**src/rtl/sample_feeder.sv**
```systemverilog
// sample_feeder: training-set sequencer sitting in front of the perceptron neuron.
// Stores up to DEPTH labelled samples, then on go pulses start and streams the
// samples epoch after epoch with EOI/EOF framing until the neuron converges,
// an epoch passes with no weight update, or MAX_EPOCHS epochs have run.
//
// Optional feature: define FEEDER_ALTERNATE_EN to make odd-indexed epochs walk
// the samples from n_samples-1 down to 0 (EOF then marks address 0).

module sample_feeder #(
    parameter int unsigned DEPTH       = 8,
    parameter int unsigned HOLD        = 3,
    parameter int unsigned CHECK_DELAY = 2,
    parameter int unsigned MAX_EPOCHS  = 15,
    localparam int unsigned AW = (DEPTH > 1) ? $clog2(DEPTH) : 1,
    localparam int unsigned NW = $clog2(DEPTH + 1),
    localparam int unsigned EW = $clog2(MAX_EPOCHS + 1)
) (
    input  logic                 clk,
    input  logic                 rst,
    input  logic                 wr_en,
    input  logic [AW-1:0]        wr_addr,
    input  logic signed [6:0]    wr_x1,
    input  logic signed [6:0]    wr_x2,
    input  logic signed [1:0]    wr_t,
    input  logic [NW-1:0]        n_samples,
    input  logic                 go,
    input  logic                 learned,
    input  logic                 updating,
    output logic                 start,
    output logic signed [6:0]    x1,
    output logic signed [6:0]    x2,
    output logic signed [1:0]    tin,
    output logic                 EOI,
    output logic                 EOF,
    output logic                 busy,
    output logic                 done,
    output logic                 fail,
    output logic [EW-1:0]        epochs
);

    localparam int unsigned HW = (HOLD > 1) ? $clog2(HOLD) : 1;
    localparam int unsigned CW = (CHECK_DELAY > 1) ? $clog2(CHECK_DELAY) : 1;

    localparam logic [2:0] StIdle  = 3'd0;
    localparam logic [2:0] StStart = 3'd1;
    localparam logic [2:0] StFeed  = 3'd2;
    localparam logic [2:0] StCheck = 3'd3;
    localparam logic [2:0] StDone  = 3'd4;
    localparam logic [2:0] StFail  = 3'd5;

    localparam logic [HW-1:0] HoldLast  = HW'(HOLD - 1);
    localparam logic [CW-1:0] CheckLast = CW'(CHECK_DELAY - 1);
    localparam logic [EW-1:0] EpochLast = EW'(MAX_EPOCHS - 1);

    // Sample storage (not reset)
    logic signed [6:0] mem_x1_q [DEPTH];
    logic signed [6:0] mem_x2_q [DEPTH];
    logic signed [1:0] mem_t_q  [DEPTH];

    logic [2:0]        state_q, state_d;
    logic [AW-1:0]     addr_q, addr_d;
    logic [HW-1:0]     hold_q, hold_d;
    logic [CW-1:0]     chk_q, chk_d;
    logic [EW-1:0]     epochs_q, epochs_d;
    logic              dirty_q, dirty_d;
    logic [NW-1:0]     n_q, n_d;
    logic              done_q, done_d;
    logic              fail_q, fail_d;
    logic signed [6:0] x1_q, x2_q;
    logic signed [1:0] tin_q;

    logic              busy_w;
    logic              wr_fire;
    logic              load;
    logic [AW-1:0]     rd_addr;
    logic [AW-1:0]     n_last;
    logic [AW-1:0]     last_addr;
    logic [AW-1:0]     step_addr;
    logic [AW-1:0]     next_first;
    logic              rev_cur;
    logic              rev_next;
    logic              hold_end;

    // Direction of the current and of the following epoch
    always_comb begin
`ifdef FEEDER_ALTERNATE_EN
        // epochs_q equals the 0-based index of the epoch being fed
        rev_cur  = epochs_q[0];
        rev_next = ~epochs_q[0];
`else
        rev_cur  = 1'b0;
        rev_next = 1'b0;
`endif
        n_last     = AW'(n_q - NW'(1));
        last_addr  = rev_cur ? '0 : n_last;
        step_addr  = rev_cur ? (addr_q - AW'(1)) : (addr_q + AW'(1));
        next_first = rev_next ? n_last : '0;
    end

    assign busy_w   = (state_q == StStart) || (state_q == StFeed) || (state_q == StCheck);
    assign hold_end = (state_q == StFeed) && (hold_q == HoldLast);

    // Writes are only accepted while idle; out-of-range addresses are dropped
    assign wr_fire = wr_en && !busy_w && (32'(wr_addr) < DEPTH);

    // Storage write port
    always_ff @(posedge clk) begin
        if (wr_fire) begin
            mem_x1_q[wr_addr] <= wr_x1;
            mem_x2_q[wr_addr] <= wr_x2;
            mem_t_q[wr_addr]  <= wr_t;
        end
    end

    // Sequencer next-state logic
    always_comb begin
        state_d  = state_q;
        addr_d   = addr_q;
        hold_d   = hold_q;
        chk_d    = chk_q;
        epochs_d = epochs_q;
        dirty_d  = dirty_q;
        n_d      = n_q;
        done_d   = done_q;
        fail_d   = fail_q;
        load     = 1'b0;
        rd_addr  = addr_q;

        if (busy_w && updating) begin
            dirty_d = 1'b1;
        end

        case (state_q)
            StIdle, StDone, StFail: begin
                if (go) begin
                    done_d   = 1'b0;
                    epochs_d = '0;
                    if ((n_samples == '0) || (n_samples > NW'(DEPTH))) begin
                        fail_d  = 1'b1;
                        state_d = StFail;
                    end else begin
                        fail_d  = 1'b0;
                        n_d     = n_samples;
                        addr_d  = '0;
                        dirty_d = 1'b0;
                        state_d = StStart;
                    end
                end
            end
            StStart: begin
                // addr_q was cleared at go; first epoch always runs forward
                hold_d  = '0;
                load    = 1'b1;
                rd_addr = addr_q;
                state_d = StFeed;
            end
            StFeed: begin
                if (hold_q == HoldLast) begin
                    hold_d = '0;
                    if (addr_q == last_addr) begin
                        chk_d   = '0;
                        state_d = StCheck;
                    end else begin
                        addr_d  = step_addr;
                        load    = 1'b1;
                        rd_addr = step_addr;
                    end
                end else begin
                    hold_d = hold_q + HW'(1);
                end
            end
            StCheck: begin
                if (chk_q == CheckLast) begin
                    epochs_d = epochs_q + EW'(1);
                    // An update in this very cycle still counts for the epoch
                    if (learned || !(dirty_q || updating)) begin
                        done_d  = 1'b1;
                        state_d = StDone;
                    end else if (epochs_q == EpochLast) begin
                        fail_d  = 1'b1;
                        state_d = StFail;
                    end else begin
                        dirty_d = 1'b0;
                        hold_d  = '0;
                        addr_d  = next_first;
                        load    = 1'b1;
                        rd_addr = next_first;
                        state_d = StFeed;
                    end
                end else begin
                    chk_d = chk_q + CW'(1);
                end
            end
            default: begin
                state_d = StIdle;
            end
        endcase
    end

    // Control state registers
    always_ff @(posedge clk or negedge rst) begin
        if (!rst) begin
            state_q  <= StIdle;
            addr_q   <= '0;
            hold_q   <= '0;
            chk_q    <= '0;
            epochs_q <= '0;
            dirty_q  <= 1'b0;
            n_q      <= '0;
            done_q   <= 1'b0;
            fail_q   <= 1'b0;
        end else begin
            state_q  <= state_d;
            addr_q   <= addr_d;
            hold_q   <= hold_d;
            chk_q    <= chk_d;
            epochs_q <= epochs_d;
            dirty_q  <= dirty_d;
            n_q      <= n_d;
            done_q   <= done_d;
            fail_q   <= fail_d;
        end
    end

    // Sample output registers, reloaded on the first cycle of each sample
    always_ff @(posedge clk or negedge rst) begin
        if (!rst) begin
            x1_q  <= '0;
            x2_q  <= '0;
            tin_q <= '0;
        end else if (load) begin
            x1_q  <= mem_x1_q[rd_addr];
            x2_q  <= mem_x2_q[rd_addr];
            tin_q <= mem_t_q[rd_addr];
        end
    end

    assign start  = (state_q == StStart);
    assign busy   = busy_w;
    assign EOI    = hold_end;
    assign EOF    = hold_end && (addr_q == last_addr);
    assign done   = done_q;
    assign fail   = fail_q;
    assign epochs = epochs_q;
    assign x1     = x1_q;
    assign x2     = x2_q;
    assign tin    = tin_q;

endmodule

```
**config.mk**
```make
export PLATFORM = sky130hd
export DESIGN_NAME = sample_feeder
export DESIGN_NICKNAME = d
export VERILOG_FILES = /design/src/rtl/sample_feeder.sv
export SDC_FILE = /design/constraint.sdc
export NUM_CORES = 1
export LEC_CHECK = 0
export BUFFER_PORTS_ARGS = -buffer_cell sky130_fd_sc_hd__buf_2
export CORE_ASPECT_RATIO = 1.2
export CORE_MARGIN = 2
export CORE_UTILIZATION = 60
export CTS_CLUSTER_SIZE = 16
export DETAILED_ROUTE_END_ITERATION = 7
export PLACE_DENSITY = 0.8
export SLEW_MARGIN = 20
export SYNTH_ARGS = -nofsm -noshare
export SYNTH_HDL_FRONTEND = slang
export SYNTH_SLANG_ARGS = --single-unit
```
**constraint.sdc**
```tcl
create_clock -name clk -period 5.55 [get_ports clk]
set_clock_uncertainty 0.2 [all_clocks]
set_input_delay 0.2775 -clock clk [delete_from_list [all_inputs] [get_ports clk]]
set_output_delay 0.2775 -clock clk [all_outputs]
set_load 0.01 [all_outputs]
```
-- Yosys cells after proc, flatten, opt, wreduce, memory -nomap -nowiden
Memory sizes are Yosys's and may differ from the RTL's. A register that Yosys moved wholly into a read port is not among the register bits.
Index checks and enable logic that the tools add are counted.
- shifts and indexed selects: 0
- bitwise gates (word level): 1
- divide/modulo/power cells: 0
- add/sub/neg operators: 5
- $mul: 0
- mux-type cells: 54
- equality and inequality tests: 17
- order comparisons: 1
- reductions and logical operators: 29
- operators by type and width (cell ; number):
    $mux W3 ; 14
    $mux W1 ; 24
    $pmux W3 S4 ; 1
    $reduce_and A3 Y1 ; 4
    $reduce_and A4 Y1 ; 3
    $ne A2 B2 Y1 const B ; 5
    $pmux W3 S3 ; 1
    $mux W2 ; 4
    $mux W4 ; 2
    $ne A2 B1 Y1 const B ; 4
    $pmux W1 S2 ; 4
    $pmux W4 S2 ; 1
    $eq A3 B2 Y1 const B ; 2
    $eq A3 B3 Y1 const B ; 2
    $pmux W2 S3 ; 1
    $pmux W3 S2 ; 1
    $reduce_bool A3 Y1 ; 2
    $logic_not A1 Y1 ; 5
    $logic_or A1 B1 Y1 ; 5
    $reduce_and A5 Y1 ; 1
    $add A4 B1 Y4 const B ; 1
    $eq A4 B4 Y1 const B ; 1
    $gt A4 B4 Y1 const B ; 1
    $logic_and A1 B1 Y1 ; 4
    other kinds (13) ; 14
- RAM bits: 128
- register bits: 19
- output and inout port bits: 26
- latch bits: 0
- memories: 3
- word-level logic and storage cells: 119
- bits of input ports: 29
- memory bits (read-only): 0
- memory list (name ; words ; bits a word ; read ports ; clocked after memory_dff ; wr ports ; line ; text):
    mem_x1_q ; 8 ; 7 ; 1 ; 1 ; 1 ; 56 ; logic signed [6:0] mem_x1_q [DEPTH];
    mem_x2_q ; 8 ; 7 ; 1 ; 1 ; 1 ; 57 ; logic signed [6:0] mem_x2_q [DEPTH];
    mem_t_q ; 8 ; 2 ; 1 ; 1 ; 1 ; 58 ; logic signed [1:0] mem_t_q [DEPTH];

-- Depth between registers and ports, before layout
- word-level depth: 9
- mapped depth: 11
- depth with buffers taken out: 9

-- Worst setup path after synthesis
No wires, ideal clock.
- kind: reg-to-reg
- start point: register state_q[1]
- end point: memory mem_t_q[1][0] (enable)
- cell stages (with the launch flop): 5
- arrival: 2160 ps
- path buffers: 1
- library setup time: 409 ps
- data required time: 4941 ps
- setup slack: 2781 ps
- cells stage by stage: dfrtp_1 clkbuf_1 o21bai_1 nand3_1 nor3_1
- cells in the longest elaborated chain, start to end: 7
- elaborated cells on any way between the ends: 9
- those cells by class: eq/ne (3); mux (2); reduce/logical (4)
- ends and longest elaborated chain (item ; line ; text):
    from (decl) ; 60 ; logic [2:0] state_q, state_d;
    from (signal assigned) ; 203 ; state_q <= StIdle;
    from (signal assigned) ; 213 ; state_q <= state_d;
    $eq A3 B1 Y1 / $eq A3 B2 Y1 (equally long branches) ; 100 ; assign busy_w = (state_q == StStart) || (state_q == StFeed) || (state_q == StCheck);
    $logic_or A1 B1 Y1 ; 100 ;
    $logic_or A1 B1 Y1 * ; 100 ;
    $logic_not A1 Y1 * ; 104 ; assign wr_fire = wr_en && !busy_w && (32'(wr_addr) < DEPTH);
    $logic_and A1 B1 Y1 * ; 104 ;
    $mux W1 * ; 108 ; if (wr_fire) begin
    $mux W1 (not written as such) * ; 111 ; mem_t_q[wr_addr] <= wr_t;
    to (decl) ; 58 ;
Mark *: on every way between the ends. The rest lies on a longest branch, timed or not.

-- Worst setup path after layout
- start point: register n_q[0]
- end point: register x2_q[4] (netlist: x2[4]) (read register of mem_x2_q)
- cells in the longest elaborated chain, start to end: 5
- elaborated cells on any way between the ends: 8
- those cells by class: add/sub (1); eq/ne (1); mux (6)
- ends and longest elaborated chain (item ; line ; text):
    from (decl) ; 66 ; logic [NW-1:0] n_q, n_d;
    from (signal assigned) ; 219 ; n_q <= n_d;
    $sub A3 B1 Y3 * ; 94 ; n_last = AW'(n_q - NW'(1));
    $eq A3 B3 Y1 * ; 160 ; if (addr_q == last_addr) begin
    $mux W1 / $mux W3 (equally long branches) ; 160 ;
    $mux W1 / $mux W3 (equally long branches) ; - ;
    $pmux W1 S3 / $pmux W3 S2 (equally long branches) ; 133 ; case (state_q)
    to (decl) ; 69 ; logic signed [6:0] x1_q, x2_q;
Marked as above.
A chain may end at the register's enable or synchronous reset.

==> flow_summary.yaml <==
run_status:
  status: "finished, final reports clean"
cells_and_area:
  stdcell_count: 708
  mostFrequentLayoutCells: "edfxtp_1 (128), nand2_1 (91), buf_2 (54)"
  diodes: 0
  syn2layout_area_growth_pct: 17.5
  final_common_cell: "edfxtp_1"
  drive_above_1_share_pct: 18.4
  layout.nets: 596
worst_setup_path:
  crit_chain: "inv_1 -> ha_1 -> xnor2_1 -> o311ai_4 -> mux2i_4 -> buf_4 -> mux2i_1 -> nand2_1 -> and3_1 -> a221o_1"
  reg2reg_to: "x2[4]"
  worst-path-max-fanout: 63
  rrSetupSlack_ns: 2.04
  reg2reg_from: "n_q[0]"
  critPathLaunchType: "register"
  worst_r2r_path_depth: 10
  crit_type: "reg2reg"
  crit_arrival_ns: 3.60
  end_kind: "register"
  critPathSlowestCell: "buf_4"
  worstPathRequired_ns: 5.65
  slowest_delay_ns: 0.70
floorplan:
  die_x_um: 101
  dieArea_um2: 12100
  rows: 42
  start_util_pct: 61.5
  chipHeight_um: 120
  fp.coreArea_um2: 11000
  io-pin-count: 55
route:
  drc_errors: 0
  drt_iter0_markers: 369
  dr_total_vias: 4326
  routed_via_density: 6.11
  drtPass1Iterations: 5
  postRouteAntennaNets: 0
  wl_per_cell_um: 19.8
  drt_wl_total_um: 14000
synthesis:
  syn-num-nets: 514
  netlist_area_um2: 6760
  synth_cell_types: 50
  synth_fa_ha_area_share_pct: 0.741
  synthSimpleGateAreaFrac_pct: 10.7
  yosys_warnings: 0
  ys_seq_elements: 163
  synth_cells: 481
  synth_compound_area_share_pct: 8.78
  async_reset_ff_share_pct: 21.5
  ys.flop_type: "edfxtp_1"
  syn_area_per_cell_um2: 14.0
  synthMuxAreaShare_pct: 6.15
  synth_top_family_by_area: "simple AND/OR/NAND/NOR gates"
  synth_edf_count: 128
  synth_xor_area_share_pct: 1.13
  ys_seq_area_share_pct: 69.9
global_routing:
  grt_pass1_wl_um: 21600
  grt_max_degree: 64
  grt.total_usage_pct: 24.1
  antenna_found_initial: 0
  grt_overflow: 0
  grt_pass1_vias: 4188
clocking:
  cts_inserted_buffers: 17
  clock-sinks: 163
  max-clock-path-buffers: 2
  cts.clk_slew.worst_paths_ns: 0.06
  post_cts_resized: 0
  cts_tree: "built"
  h-tree-depth: 4
  root_buffer: "clkbuf_16"
  hold_buffers: 21
  worstSkewPairLatency_ns: 0.41
  postCtsSetupRepairBufs: 0
timing:
  worst_slew_pin_slew_ns: 1.14
  setup_viol: 0
  post-route-min-period_ns: 3.51
  holdWs_ns: 0.0406
  maxSlewViolCount: 0
  finalCritPeriodShare_pct: 63.2
  tns_ns: 0
  relSlewSlack_pct: 24.0
  rsz0062_at_grt: "no"
  hold_viol_final: 0
  fmax_ghz: 0.285
placed_design:
  portBuffers: 54
  gp_congestion: 0.932
  dp_hpwl_um: 7900
  dpl.cell_count: 655
worst_hold_path:
  whs_path_depth: 3
  hold_start: "go"
  whs_endpoint: "done"
  hold_class: "in2reg"
pwr:
  leakage_nw: 3.25
  p_per_area_nw_per_um2: 468
  vdd_ir_drop_max_mv: 0.320
  power_mw: 3.72
flow_run:
  maxCapViolCount: 0
-- layout make-up --
type,instances,area [um2]
clock buffers,19,443
repair buffers,85,556
multi-input cells,287,1890
fillers,696,3040
flip-flops and latches,163,4720
well taps,132,165
clock inverters,13,135
inverters,9,33.8
-- worst max-delay path by stage --
stage,cells past startpoint,endpoint,startpoint,slack [ns]
after floorplan,4,mem_t_q[1][0],state_q[1],2.78
after global placement,10,x1[4],n_q[0],2.19
after detailed placement,10,x2[4],n_q[0],2.06
after CTS,10,x2[0],n_q[0],2.04
after global routing,10,x2[4],n_q[0],1.82
final,10,x2[4],n_q[0],2.04
-- report_power, final --
group | internal (mW) | total (mW) | switching [mW] | leakage (nW)
logic | 0.389 | 0.988 | 0.599 | 1.38
registers | 1.48 | 1.60 | 0.128 | 1.59
clock network | 0.672 | 1.13 | 0.456 | 0.276
-- stage by stage --
stage	utilization (%)	setup WS (ns)	instance area, um2
3_3_place_gp	65.1	2.19	7150
4_1_cts	72.3	2.04	7940
2_1_floorplan	-	2.78	6760
3_5_place_dp	65.1	2.06	7150
6_report	72.3	2.04	7940
5_1_grt	72.3	1.82	7940
-- registers in the layout, indices dropped and copies added, names as in the netlist, 2 cells and up --
register  count
mem_x1_q     56
mem_x2_q     56
mem_t_q      16
x1            7
x2            7
epochs        4
addr_q        3
n_q           3
state_q       3
hold_q        2
tin           2
-- cell usage after synthesis, drive strengths merged, types with 2 or more instances --
library cell	number	area share [%]
a21oi	27	2.0
a221o	16	2.4
mux2i	37	5.5
nor4	2	0.28
ha	4	0.74
o21ai	6	0.44
and2	3	0.31
a41oi	2	0.26
o21a	2	0.22
clkbuf	9	0.50
and3	16	1.5
xor2	3	0.39
inv	9	0.50
nor3	7	0.52
nand3	5	0.37
nand4	3	0.28
xnor2	3	0.39
dfrtp	35	13
buf	13	1.6
nand2	91	5.1
a32oi	15	1.9
edfxtp	128	57
nor3b	2	0.30
nor4b	2	0.26
mux2	4	0.67
nand2b	3	0.28
nor2	18	1.0
-- logic make-up after synthesis --
kind of cell	count (synthesis)
fa+ha+maj	4
simple gates	157
flops	163
buf+inv	31
compound gates	78
xor+xnor	7
mux	41
-- critical path, delay by kind of cell, from the launching register on --
| kind | cells | cell delay [ns] |
|---|---|---|
| adder cells (fa/ha/maj) | 1 | 0.29 |
| buffers and inverters | 2 | 0.75 |
| AND/OR/NAND/NOR | 2 | 0.28 |
| XOR/XNOR | 1 | 0.21 |
| multiplexers | 2 | 0.57 |
| AO/OA/AOI/OAI | 2 | 0.68 |
| flip-flops | 1 | 0.37 |
-- metal layers --
| layer | global-route usage [%] | wire length [um] | share of wire, % |
|---|---|---|---|
| met3 | 5.26 | 959 | 6.8 |
| met5 | 0 | 0 | 0 |
| met2 | 39.2 | 7200 | 51 |
| met1 | 31.6 | 5660 | 40 |
| met4 | 10.1 | 213 | 1.5 |
(Power assumes the default switching activity.)
